File: src/rtl/vga_timing_pkg.sv
// VGA raster timing shared with the sync generator, plus the trace scheduler state encoding.
package vga_timing_pkg;

    localparam int unsigned HRES  = 640;
    localparam int unsigned HF    = 16;
    localparam int unsigned HS    = 96;
    localparam int unsigned HB    = 48;
    localparam int unsigned VRES  = 480;
    localparam int unsigned VF    = 10;
    localparam int unsigned VS    = 2;
    localparam int unsigned VB    = 33;

    localparam int unsigned HFULL = HRES + HF + HS + HB;
    localparam int unsigned VFULL = VRES + VF + VS + VB;

    typedef enum logic [1:0] {
        StIdle,
        StReq,
        StTracing,
        StDone
    } sched_state_e;

endpackage

File: src/rtl/sat_counter.sv
// Up-counter that sticks at all-ones instead of wrapping.
module sat_counter #(
    parameter int unsigned W = 8
) (
    input  logic         clk,
    input  logic         reset,
    input  logic         i_inc,
    output logic [W-1:0] o_count
);

    logic [W-1:0] r_count;

    always_ff @(posedge clk) begin
        if (reset) begin
            r_count <= '0;
        end else if (i_inc && (r_count != '1)) begin
            r_count <= r_count + W'(1);
        end
    end

    assign o_count = r_count;

endmodule

File: src/rtl/trace_scheduler.sv
// Issues per-line trace requests two lines ahead of the raster, swaps line buffers at line
// boundaries, counts missed deadlines and grants host register loads once per vertical blank.
module trace_scheduler #(
    parameter int unsigned HRES  = vga_timing_pkg::HRES,
    parameter int unsigned HF    = vga_timing_pkg::HF,
    parameter int unsigned HS    = vga_timing_pkg::HS,
    parameter int unsigned HB    = vga_timing_pkg::HB,
    parameter int unsigned VRES  = vga_timing_pkg::VRES,
    parameter int unsigned VF    = vga_timing_pkg::VF,
    parameter int unsigned VS    = vga_timing_pkg::VS,
    parameter int unsigned VB    = vga_timing_pkg::VB,
    parameter int unsigned OVR_W = 8
) (
    input  logic             clk,
    input  logic             reset,
    input  logic [9:0]       i_h,
    input  logic [9:0]       i_v,
    output logic             o_trace_req,
    output logic [9:0]       o_trace_line,
    input  logic             i_trace_ack,
    input  logic             i_trace_done,
    output logic             o_buf_swap,
    output logic             o_vblank_start,
    input  logic             i_reg_load_req,
    output logic             o_reg_load,
    output logic             o_busy,
    output logic [OVR_W-1:0] o_overrun_count
);

    import vga_timing_pkg::*;

    localparam int unsigned HFull = HRES + HF + HS + HB;
    localparam int unsigned VFull = VRES + VF + VS + VB;
    localparam logic [9:0]  HLast = 10'(HFull - 1);
    localparam logic [9:0]  VLast = 10'(VFull - 1);
    localparam logic [9:0]  VVis  = 10'(VRES);
    localparam logic [9:0]  VEnd  = 10'(VRES - 1);

    sched_state_e r_state, w_state_d;
    logic [9:0]   r_trace_line, w_trace_line_d;
    logic         r_trace_req, r_buf_swap, r_vblank_start, r_reg_load, r_busy, r_grant_flag;
    logic         w_e, w_swap, w_ovr, w_issue, w_vblank, w_grant;
    logic [9:0]   w_n, w_t;

    // n: line displayed next; t: line two ahead, the one the tracer should fill.
    assign w_e      = (i_h == HLast);
    assign w_n      = (i_v == VLast) ? 10'd0 : i_v + 10'd1;
    assign w_t      = (w_n == VLast) ? 10'd0 : w_n + 10'd1;
    assign w_vblank = w_e && (i_v == VEnd);
    assign w_grant  = i_reg_load_req && (i_v >= VVis) && (i_v < VLast)
                      && (r_state == StIdle) && !r_grant_flag;

    always_comb begin
        w_state_d      = r_state;
        w_trace_line_d = r_trace_line;
        w_swap         = 1'b0;
        w_ovr          = 1'b0;
        w_issue        = 1'b0;

        unique case (r_state)
            StReq:     if (i_trace_ack)  w_state_d = StTracing;
            StTracing: if (i_trace_done) w_state_d = StDone;
            default:   ;
        endcase

        // A late trace keeps running; only the line boundary decides swap vs overrun.
        if (w_e) begin
            if ((r_state == StDone) || ((r_state == StTracing) && i_trace_done)) begin
                w_swap  = 1'b1;
                w_issue = 1'b1;
            end else if (((r_state == StReq) || (r_state == StTracing)) && (w_n < VVis)) begin
                w_ovr = 1'b1;
            end else if (r_state == StIdle) begin
                w_issue = 1'b1;
            end
        end

        if (w_issue) begin
            w_state_d = StIdle;
            if (w_t < VVis) begin
                w_state_d      = StReq;
                w_trace_line_d = w_t;
            end
        end
    end

    always_ff @(posedge clk) begin
        if (reset) begin
            r_state        <= StIdle;
            r_trace_line   <= '0;
            r_trace_req    <= 1'b0;
            r_buf_swap     <= 1'b0;
            r_vblank_start <= 1'b0;
            r_reg_load     <= 1'b0;
            r_busy         <= 1'b0;
            r_grant_flag   <= 1'b0;
        end else begin
            r_state        <= w_state_d;
            r_trace_line   <= w_trace_line_d;
            r_trace_req    <= (w_state_d == StReq);
            r_buf_swap     <= w_swap;
            r_vblank_start <= w_vblank;
            r_reg_load     <= w_grant;
            r_busy         <= (w_state_d != StIdle);
            if (w_grant) begin
                r_grant_flag <= 1'b1;
            end else if (w_vblank) begin
                r_grant_flag <= 1'b0;
            end
        end
    end

    sat_counter #(
        .W(OVR_W)
    ) u_overrun (
        .clk     (clk),
        .reset   (reset),
        .i_inc   (w_ovr),
        .o_count (o_overrun_count)
    );

    assign o_trace_req    = r_trace_req;
    assign o_trace_line   = r_trace_line;
    assign o_buf_swap     = r_buf_swap;
    assign o_vblank_start = r_vblank_start;
    assign o_reg_load     = r_reg_load;
    assign o_busy         = r_busy;

endmodule

File: config.mk
export PLATFORM = sky130hd
export DESIGN_NAME = trace_scheduler
export DESIGN_NICKNAME = d
export VERILOG_FILES = /design/src/rtl/vga_timing_pkg.sv /design/src/rtl/sat_counter.sv /design/src/rtl/trace_scheduler.sv
export SDC_FILE = /design/constraint.sdc
export NUM_CORES = 1
export LEC_CHECK = 0
export CAP_MARGIN = 25
export CORE_ASPECT_RATIO = 1.2
export CORE_MARGIN = 4
export CORE_UTILIZATION = 49
export DETAILED_ROUTE_END_ITERATION = 10
export PLACE_DENSITY = 0.89
export SYNTH_ARGS = -nofsm -noshare
export SYNTH_HDL_FRONTEND = slang
export SYNTH_HIERARCHICAL = 1
export SYNTH_SLANG_ARGS = --single-unit
File: constraint.sdc
create_clock -name clk -period 4.1 [get_ports clk]
set_input_delay 0.615 -clock clk [delete_from_list [all_inputs] [get_ports clk]]
set_output_delay 0.615 -clock clk [all_outputs]
set_load 0.01 [all_outputs]
==> results.yml, run 1 <==
worst_setup_path:
  slowest_stage: "nor3b_1"
  worstSetupPathType: "primary input to flop"
  critPathLaunch: "i_v[5]"
  crit_buf_inv: 1
  worstReg2RegStart: "r_state[0]"
  critPathLaunchType: "primary input"
  crit_fanout: 9
  cpPeakStageDelay_ns: 0.62
  crit_path_end_kind: "flop"
  critPathTopFamily: "simple AND/OR/NAND/NOR gates"
  critPathArrivalTime_ns: 3.86
  crit_chain: "clkdlybuf4s50_1 > or4b_1 > or3b_4 > o211ai_1 > and2_4 > nor3b_1 > nand4_1 > or3_2 > o21ai_1"
  cp.required_ns: 4.30
routing:
  drt-initial-drc-count: 109
  dr.pass1.iters: 4
  ant_nets: 0
  via_count: 1806
  wl_per_cell_um: 14.0
  drc: 0
  wl_um: 4420
  via_per_inst: 5.73
clock_tree:
  postCtsHoldBufs: 0
  cts_sinks: 26
  postCtsResizedCells: 0
  root_buffer: "clkbuf_8"
  cts_buffer_depth: 2
  cts_buffers: 3
  tritoncts: "yes"
  clkTransAtPathRegs_ns: 0.09
  htree_levels: 1
  insertion_delay_ns: 0.26
  cts_setup_buffers: 0
cells_and_area:
  antenna_cells: 0
  final_cells: 315
  layout-drive-gt1-share_pct: 9.89
  area_growth_syn_to_layout_pct: 30.7
  nets: 299
die:
  initial_core_util_pct: 50.5
  dieWidth_um: 63.9
  core_mm2: 0.00363
  row_count: 24
  die_h_um: 75.0
  dieArea_mm2: 0.00479
  ioPinCount: 48
global_route:
  grt_pass1_wl_um: 7200
  globalRouteOverflowTotal: 0
  antenna_found_initial: 0
  grt_usage_pct: 18.5
  grt_max_degree: 21
  grt_pass1_vias: 1678
logic_synthesis:
  syn_area_per_cell_um2: 8.45
  yosys_warnings: 6
  synth_area_leaders: "dfxtp_1 (28%), ha_1 (6.8%), a21oi_1 (4.6%), nand2_1 (3.7%), xor2_1 (3.3%)"
  synth_edf_count: 0
  synth_largest_area_cell: "dfxtp_1"
  ys_seq_elements: 26
  async_flop_share_pct: 0
  ys.flop_type: "dfxtp_1"
  yosysMostFrequentCell: "dfxtp_1"
  syn_area_mm2: 0.00183
  yosysTopAreaCellShare_pct: 28.4
  ys_top_cells_by_count: "dfxtp_1 (26), nand2_1 (18), a21oi_1 (17)"
  ys_seq_area_share_pct: 28.4
  synth_cells: 217
  syn_nets: 252
  synth.distinct_cells: 62
power_and_ir_drop:
  ir_worst_vdd_uv: 123
  p_leak_uw: 0.000866
  power_density_mw_per_mm2: 207
run_status:
  outcome: "finished, final reports clean"
hold_path:
  hold_path.class: "flop to flop"
  min_from: "r_grant_flag"
placement:
  io_buffer_count: 47
  dp.cells: 311
  dp.final_hpwl_um: 3550
  globalplace.congestion: 0.912
timing:
  hold_violations: 0
  finalSetupViolCount: 0
  rsz0062_at_grt: "no"
  min_period_over_period_pct: 89.1
  final.setup.tns_ns: 0
  tightestPinTransition_ns: 0.728
  finalCriticalPeriod_ns: 3.65
  relSlewSlack_pct: 51.4
  maxSlewViolCount: 0
  clock.fmax_mhz: 274
  finClkSkew_ns: 0.00205
  worst_hold_slack_ns: 0.442
job:
  cap_violations: 0
-- cells by family (layout without fill, tap and decap cells) --
family                   count (synthesis)  in the layout  synth area share, %
AND/OR/NAND/NOR                         89             89                 30.0
AO/OA/AOI/OAI                           59             59                 22.6
flip-flops                              26             26                 28.4
buffers and inverters                   18             64                 4.57
XOR/XNOR                                12             12                 5.73
adder cells (fa/ha/maj)                 10             10                 6.82
multiplexers                             3              3                 1.91
-- sequential cells by signal (all words and copies together) (netlist names) --
name               count
o_trace_line          10
u_overrun/o_count      8
r_state                2
o_buf_swap             1
o_busy                 1
o_reg_load             1
o_trace_req            1
o_vblank_start         1
r_grant_flag           1
-- where the power goes --
| part | switching (uW) | leakage [uW] | internal [uW] |
|---|---|---|---|
| Combinational | 41.2 | 0.000628 | 40.9 |
| Sequential | 0.139 | 0.000209 | 253 |
| Clock | 76.6 | 0.0000288 | 85.7 |
| Total | 118 | 0.000866 | 379 |
-- metrics by stage --
step / power [uW] / instance area, um^2 / setup WS (ns) / util (%)
2_1_floorplan: 303 / 1830 / 1.09 / -
3_3_place_gp: 338 / 2340 / 0.345 / 64.5
3_5_place_dp: 340 / 2340 / 0.279 / 64.5
4_1_cts: 498 / 2400 / 0.539 / 66.0
5_1_grt: 519 / 2400 / 0.331 / 66.0
6_report: 497 / 2400 / 0.445 / 66.0
-- metal layers --
| layer | share of wire (%) | vias to the layer above | track usage (%) |
|---|---|---|---|
| met2 | 53 | 59 | 33.8 |
| met5 | 0 | - | 0 |
| met3 | 4.5 | 10 | 2.69 |
| li1 | - | 907 | - |
| met1 | 41 | 830 | 21.3 |
| met4 | 2.0 | 0 | 9.11 |
-- cell type report --
| type | count | area (um^2) |
|---|---|---|
| Inverter | 11 | 41.3 |
| Timing Repair Buffer | 49 | 485 |
| Clock buffer | 4 | 55.1 |
| Tap cell | 52 | 65.1 |
| Sequential cell | 26 | 520 |
| Fill cell | 302 | 1240 |
| Multi-Input combinational cell | 173 | 1230 |
-- layout by cell type, fill, tap and decap left out, types with 2 or more instances in the layout --
cell type	netlist	layout
ha_1	10	10
o21bai_1	3	3
xnor2_1	5	5
a31o_1	2	2
or4b_1	2	2
or3_1	5	5
nor3b_1	2	2
and2_1	3	3
nor3_1	3	3
a211oi_1	2	2
o21ai_0	11	11
nand4_1	6	6
a21oi_1	17	17
a311oi_1	2	2
o21ai_1	3	3
mux2i_1	2	2
nand3_1	7	7
and3_1	5	5
or4_1	3	3
nand2b_1	3	3
buf_4	2	2
and4_1	4	4
clkbuf_8	0	4
nand2_1	18	18
o211ai_1	4	4
xor2_1	7	7
inv_1	11	11
nor4_1	6	6
nor2_1	8	8
dfxtp_1	26	26
clkdlybuf4s50_1	0	47
-- worst register-to-register path, stage by stage, from the launching register on --
cell and delay, ns:
dfxtp_1 0.41, inv_1 0.10, ha_1 0.22, a21oi_1 0.20, nand3_1 0.12, nor3b_1 0.62, nand4_1 0.23, or3_2 0.44
o21ai_1 0.08
-- path summary, 6_finish.rpt --
kind                                        endpoint  slack, ns  depth (start not counted)
worst min register to register            o_reg_load       0.44                          1
worst max-delay path            u_overrun/o_count[3]       0.45                          9
worst max register to register  u_overrun/o_count[3]       1.62                          8
worst min-delay path                      o_reg_load       0.44                          1
No activity file was read; power rests on OpenSTA's default activity.
==> run 2, diff against run 1 <==
- SETUP_SLACK_MARGIN: default -> 0.1
==> results of run 2 <==
No change in the layout: final DEF, timing and power equal those of run 1.
